--- config.mk ---
export PLATFORM = sky130hd
export DESIGN_NAME = bus_arbiter
export DESIGN_NICKNAME = d
export VERILOG_FILES = /design/src/rtl/bus_arbiter.sv
export SDC_FILE = /design/constraint.sdc
export NUM_CORES = 1
export LEC_CHECK = 0
export ABC_AREA = 1
export BUFFER_PORTS_ARGS = -buffer_cell sky130_fd_sc_hd__buf_4
export CORE_MARGIN = 3
export CORE_UTILIZATION = 55
export DETAILED_ROUTE_END_ITERATION = 10
export PLACE_DENSITY_LB_ADDON = 0.1
export SYNTH_ARGS = -nofsm -noshare
export SYNTH_HDL_FRONTEND = slang
export SYNTH_SLANG_ARGS = --single-unit
--- constraint.sdc ---
create_clock -name clk -period 2.2 [get_ports clk]
set_clock_uncertainty 0.2 [all_clocks]
set_input_delay 0.11 -clock clk [delete_from_list [all_inputs] [get_ports clk]]
set_output_delay 0.11 -clock clk [all_outputs]
set_load 0.05 [all_outputs]
--- src/rtl/bus_arbiter.sv ---
// Two-master (CPU/DMA) shared-bus arbiter with round-robin tie break
// and a per-transaction WAIT timeout that aborts with bus_err.
module bus_arbiter #(
   parameter logic [7:0] TIMEOUT = 8'd200
) (
   input  logic clk,
   input  logic reset,
   input  logic cpu_req,
   input  logic dma_req,
   input  logic bus_ack,
   output logic cpu_grant,
   output logic dma_grant,
   output logic bus_start,
   output logic bus_owner,
   output logic cpu_done,
   output logic dma_done,
   output logic bus_err
);

   typedef enum logic [1:0] {
      IDLE    = 2'd0,
      START   = 2'd1,
      WAIT    = 2'd2,
      RELEASE = 2'd3
   } state_e;

   state_e     state_q;
   logic       owner_q;
   logic [7:0] timer_q;
   logic [7:0] timer_d;
   logic       err_q;
   logic       cpu_grant_q;
   logic       dma_grant_q;
   logic       bus_start_q;
   logic       cpu_done_q;
   logic       dma_done_q;
   logic       bus_err_q;
   logic       win_dma;
   logic       tmo_hit;

   // DMA wins when alone, or on a tie when the CPU owned the bus last
   assign win_dma = dma_req & (~cpu_req | ~owner_q);
   assign tmo_hit = (timer_q == 8'(TIMEOUT - 8'd1));
   assign timer_d = (timer_q == 8'hFF) ? timer_q : timer_q + 8'd1;

   always_ff @(posedge clk or posedge reset) begin
      if (reset) begin
         state_q     <= IDLE;
         owner_q     <= 1'b1;
         timer_q     <= 8'd0;
         err_q       <= 1'b0;
         cpu_grant_q <= 1'b0;
         dma_grant_q <= 1'b0;
         bus_start_q <= 1'b0;
         cpu_done_q  <= 1'b0;
         dma_done_q  <= 1'b0;
         bus_err_q   <= 1'b0;
      end else begin
         bus_start_q <= 1'b0;
         cpu_done_q  <= 1'b0;
         dma_done_q  <= 1'b0;
         bus_err_q   <= 1'b0;
         unique case (state_q)
            IDLE: begin
               if (cpu_req | dma_req) begin
                  state_q     <= START;
                  owner_q     <= win_dma;
                  cpu_grant_q <= ~win_dma;
                  dma_grant_q <= win_dma;
                  bus_start_q <= 1'b1;
                  timer_q     <= 8'd0;
                  err_q       <= 1'b0;
               end
            end
            START: begin
               state_q <= WAIT;
               timer_q <= 8'd0;
            end
            WAIT: begin
               timer_q <= timer_d;
               // ack takes priority over a coincident timeout
               if (bus_ack | tmo_hit) begin
                  state_q     <= RELEASE;
                  err_q       <= ~bus_ack;
                  bus_err_q   <= ~bus_ack;
                  cpu_grant_q <= 1'b0;
                  dma_grant_q <= 1'b0;
                  cpu_done_q  <= ~owner_q;
                  dma_done_q  <= owner_q;
               end
            end
            RELEASE: begin
               state_q <= IDLE;
            end
            default: begin
               state_q <= IDLE;
            end
         endcase
      end
   end

   assign cpu_grant = cpu_grant_q;
   assign dma_grant = dma_grant_q;
   assign bus_start = bus_start_q;
   assign bus_owner = owner_q;
   assign cpu_done  = cpu_done_q;
   assign dma_done  = dma_done_q;
   assign bus_err   = bus_err_q;

endmodule

# Word level (Yosys, flattened, before mapping)

Index checks and enable logic that the tools add are counted.

Word-level logic and storage cells: 52
Input port bits: 5
Bits in registers: 17

Multiplexer cells: 19
Equality and inequality tests: 8
Add/subtract/negate cells: 1
Bitwise logic cells: 8
Reduce and logical (&&, ||, !) cells: 7

Operators with widths:

| operator            | number |
|---|---|
| $pmux 8 s3          | 1 |
| $eq 8x8->1 const B  | 2 |
| $mux 8              | 2 |
| $mux 1              | 11 |
| $add 8x1->8 const B | 1 |
| $pmux 2 s4          | 1 |
| $ne 2x2->1 const B  | 3 |
| $reduce_and 3->1    | 2 |
| $eq 2x2->1 const B  | 2 |
| $mux 2              | 2 |
| $not 1->1           | 4 |
| $pmux 1 s2          | 2 |
| $reduce_and 2->1    | 2 |
| $or 1x1->1          | 3 |
| $reduce_bool 3->1   | 1 |
| $eq 2x1->1 const B  | 1 |
| $logic_not 2->1     | 1 |
| $reduce_bool 2->1   | 1 |
| $and 1x1->1         | 1 |

# Longest topological paths before layout

Depth after elaboration: 6
Mapped depth: 9
Mapped depth without buffers: 9

# Worst setup path before layout

OpenSTA, ideal clock, no wires.

Kind: flip-flop to flip-flop
Start: register state_q[0]
End: register timer_q[0]
Required time: 1.923 ns
Library setup time: 0.077 ns
Cell stages (with the launch flop): 10
Buffers on the path: 0
Clock period less this slack: 1.585 ns
Arrival time: 1.308 ns
Path slack: 0.615 ns
Cell sequence: dfrtp_1 inv_1 ha_1 inv_2 nand2_2 o21ai_2 clkinv_1 nand2_2 nand2_1 o21ai_1

Longest elaborated chain between the ends: 3
Elaborated cells between the ends (all ways): 8

Ends and longest elaborated chain:

| item                                                      | line | source |
|---|---|---|
| from (decl)                                               | 27   | `state_e state_q;` |
| from (signal assigned)                                    | 48   | `state_q <= IDLE;` |
| from (signal assigned)                                    | 66   | `state_q <= START;` |
| from (signal assigned)                                    | 76   | `state_q <= WAIT;` |
| $eq 2x2->1, or another cell as far along                  | 63   | `unique case (state_q)` |
| $ne 2x2->1 (no line) or $reduce_bool 3->1 (tied branches) | -    |  |
| $reduce_and 3->1 (no line)                                | -    |  |
| to (signal assigned)                                      | 80   | `timer_q <= timer_d;` |
| to (decl)                                                 | 29   | `logic [7:0] timer_q;` |

Parallel ways exist; a longest one is shown, timed or not.
A chain may end at the register's enable or synchronous reset.

# Final worst setup path

Start: register state_q[0]
End: register owner_q, in the netlist bus_owner

Longest elaborated chain between the ends: 2

Ends and longest elaborated chain:

| item                       | line | source |
|---|---|---|
| $logic_not 2->1            | 63   |  |
| $reduce_and 2->1 (no line) | -    |  |
| to (signal assigned)       | 67   | `owner_q <= win_dma;` |
| to (decl)                  | 28   | `logic owner_q;` |

Every way passes these cells.

==> impl_metrics.toml <==
[grt]
grt_max_degree = 18
grt_pass1_vias = 703
grt.total_usage_pct = 19.4
grt-ovfl-total = 0
antenna_found_initial = 0
grt_pass1_wl_microns = 2920

[die]
initial_utilization_pct = 59.9
die_y_microns = 47.2
ios = 12
num_rows = 14
die-width_microns = 47.2
core_area_sq_mm = 0.00156
fp.dieArea_sq_mm = 0.00223

[clock_network]
clk_pin_slew_ps = 90
post_cts_resize_count = 0
clock_latency_ps = 290
root_buffer = "clkbuf_4"
clock_path_buffers = 2
cts-buffers-inserted = 3
cts_setup_buffers = 0
cts_tree = "yes"
clock_sinks = 17
htree_levels = 1

[timing]
post-route-period-util_pct = 82.6
slew_headroom_pct = 59.4
fin_setup_tns_ps = 0
hold_viol = 0
tightest_slew_ps = 609
min_period_ps = 1820
report.final.slew_viol_count = 0
fmaxAchievable_mhz = 550
setup_viol = 0
rsz0062_at_grt = "no"

[synthesis]
synthArstFlopShare_pct = 100
syn-instance-count = 116
synth_warnings = 0
syn_avg_cell_area_sq_um = 8.05
synth_seq_cells = 17
syn-num-nets = 126
synth_edf_count = 0
ys.flop_type = "dfrtp_1"
synth_cell_types = 22
yosysSeqAreaShare_pct = 45.7
syn_area_sq_um = 933

[pwr]
ir_drop_mv = 1.00
power_mw = 1.27
p_switching_uw = 593
power_density_mw_per_mm2 = 1150
p_leak_nw = 0.549
internal_power_uw = 677
seqPwrFrac_pct = 35.9
power.share.clock_pct = 13.1
p_comb_share_pct = 50.9
switching_share_pct = 46.7

[placement]
dpl.hpwl_microns = 1300
port_buffers = 11
place_congestion = 0.803

[route]
met2WireLength_microns = 805
drt_iter0_markers = 15
wl_per_cell_microns = 11.7
viasPerCell = 5.16
vias = 779
drc = 0
dr_wl_met3_microns = 75
wl_met1_microns = 832
highest_layer = "met4"
dr.pass1.iters = 4
ant_nets = 0
wl_microns = 1760

[finish]
antenna_cells = 0
final_cell_mix = "34 x nand2_1, 16 x dfrtp_1, 13 x inv_1"
n_fill_cell = 124
layout.nets = 146
drive_above_1_share_pct = 19.3
layout_commonest_cell = "nand2_1"
layout-area-overhead-vs-synth_pct = 18.6

[setup_path]
worst-path-max-fanout = 3
cp_slowest_cell = "dlygate4sd3_1"
path_buf_inv = 3
crit_chain = "inv_1 > ha_1 > inv_1 > a21oi_1 > dlygate4sd3_1 > o21ai_0"
crit_arrival_ps = 1840
crit_path_end_kind = "flip-flop"
slowest_delay_ps = 560
worstSetupStartpointType = "flip-flop"
crit_required_ps = 2220
worst_path_most_repeated_cell = "inv_1"
path_class = "reg2reg"
cp_top_family = "buffers and inverters"

[job]
maxCapViolations = 0

[worst_hold_path]
worstHoldPathType = "in2async"

[run_status]
status = "finished, final reports clean"
-- logic make-up after synthesis --
logic type	synth area share, %
buf+inv	6.97
compound gates	7.37
xor+xnor	3.75
flops	45.7
fa+ha+maj	6.70
simple gates	29.5
-- worst reg2reg max path, cell delays in order (launching register included) --
cell	delay, ps
dfrtp_1	380
inv_1	90
ha_1	230
inv_1	90
a21oi_1	40
dlygate4sd3_1	570
o21ai_0	150
-- repair_timing --
item / in CTS / in global routing
hold buffers: 5 / 0
hold endpoints to repair: 21 / 0
setup endpoints to repair: 0 / 0
-- Yosys cell counts (2+ instances only) --
cell	number	share of area, %
a21oi_1	2	1.1
dfrtp_1	16	43
ha_1	5	6.7
inv_1	13	5.2
inv_2	2	0.80
nand2_1	34	14
nand2_2	2	1.3
nand3_1	5	2.7
nand3_2	3	3.2
nand4_1	4	2.7
nor2_1	8	3.2
nor2_2	2	1.3
o21ai_1	9	4.8
xnor2_1	2	1.9
xor2_1	2	1.9
-- power groups by stage --
stage / sequential (mW) / clock (mW) / combinational (mW)
after floorplan: 0.591 / 0 / 0.342
after global placement: 0.453 / 0 / 0.621
after detailed placement: 0.459 / 0 / 0.634
after CTS: 0.452 / 0.171 / 0.652
after global routing: 0.466 / 0.183 / 0.721
final: 0.456 / 0.167 / 0.647
-- stage by stage --
step	cells	hold WS, ps	worst slack [ps]	area [sq um]	utilization [%]
finish	151	239	382	1110	71.0
global route	151	284	238	1110	71.0
CTS	151	250	389	1110	71.0
detailed placement	142	18.8	408	1030	66.1
global placement	142	13.5	505	1030	66.1
floorplan	116	-165	615	933	-
-- sequential cells by signal, indices dropped and copies added, names as in the netlist --
register and count:
dma_done 1, state_q 2, cpu_grant 1, timer_q 8
bus_err 1, bus_owner 1, bus_start 1, dma_grant 1
cpu_done 1
-- final timing paths --
kind / slack [ps] / cells past startpoint / from / end
worst max-delay path: 380 / 6 / state_q[0]$_DFFE_PP0P_ / bus_owner$_DFFE_PP1P_
worst min-delay path: 240 / 3 / reset / timer_q[1]$_DFFE_PP0P_
worst max register to register: 380 / 6 / state_q[0]$_DFFE_PP0P_ / bus_owner$_DFFE_PP1P_
worst min register to register: 290 / 2 / dma_grant$_DFFE_PP0P_ / dma_grant$_DFFE_PP0P_
max in group asynchronous: 1170 / 3 / reset / timer_q[7]$_DFFE_PP0P_
min in group clk: 290 / 2 / dma_grant$_DFFE_PP0P_ / dma_grant$_DFFE_PP0P_
-- final cells by class --
type                            instances  area [sq um]  area share, %
Inverter                               16          60.1           5.42
Multi-Input combinational cell         82           442           39.9
Sequential cell                        17           427           38.5
Clock buffer                            4          26.3           2.37
Timing Repair Buffer                   16           133           12.0
Tap cell                               16          20.0           1.81
-- layer usage --
metal / GRT usage (%) / vias to the layer above
met5: 0 / -
met4: 13.3 / 0
met3: 3.45 / 5
met2: 31.2 / 13
met1: 23.3 / 353
li1: - / 408
Power figures use the tool's default switching activity.
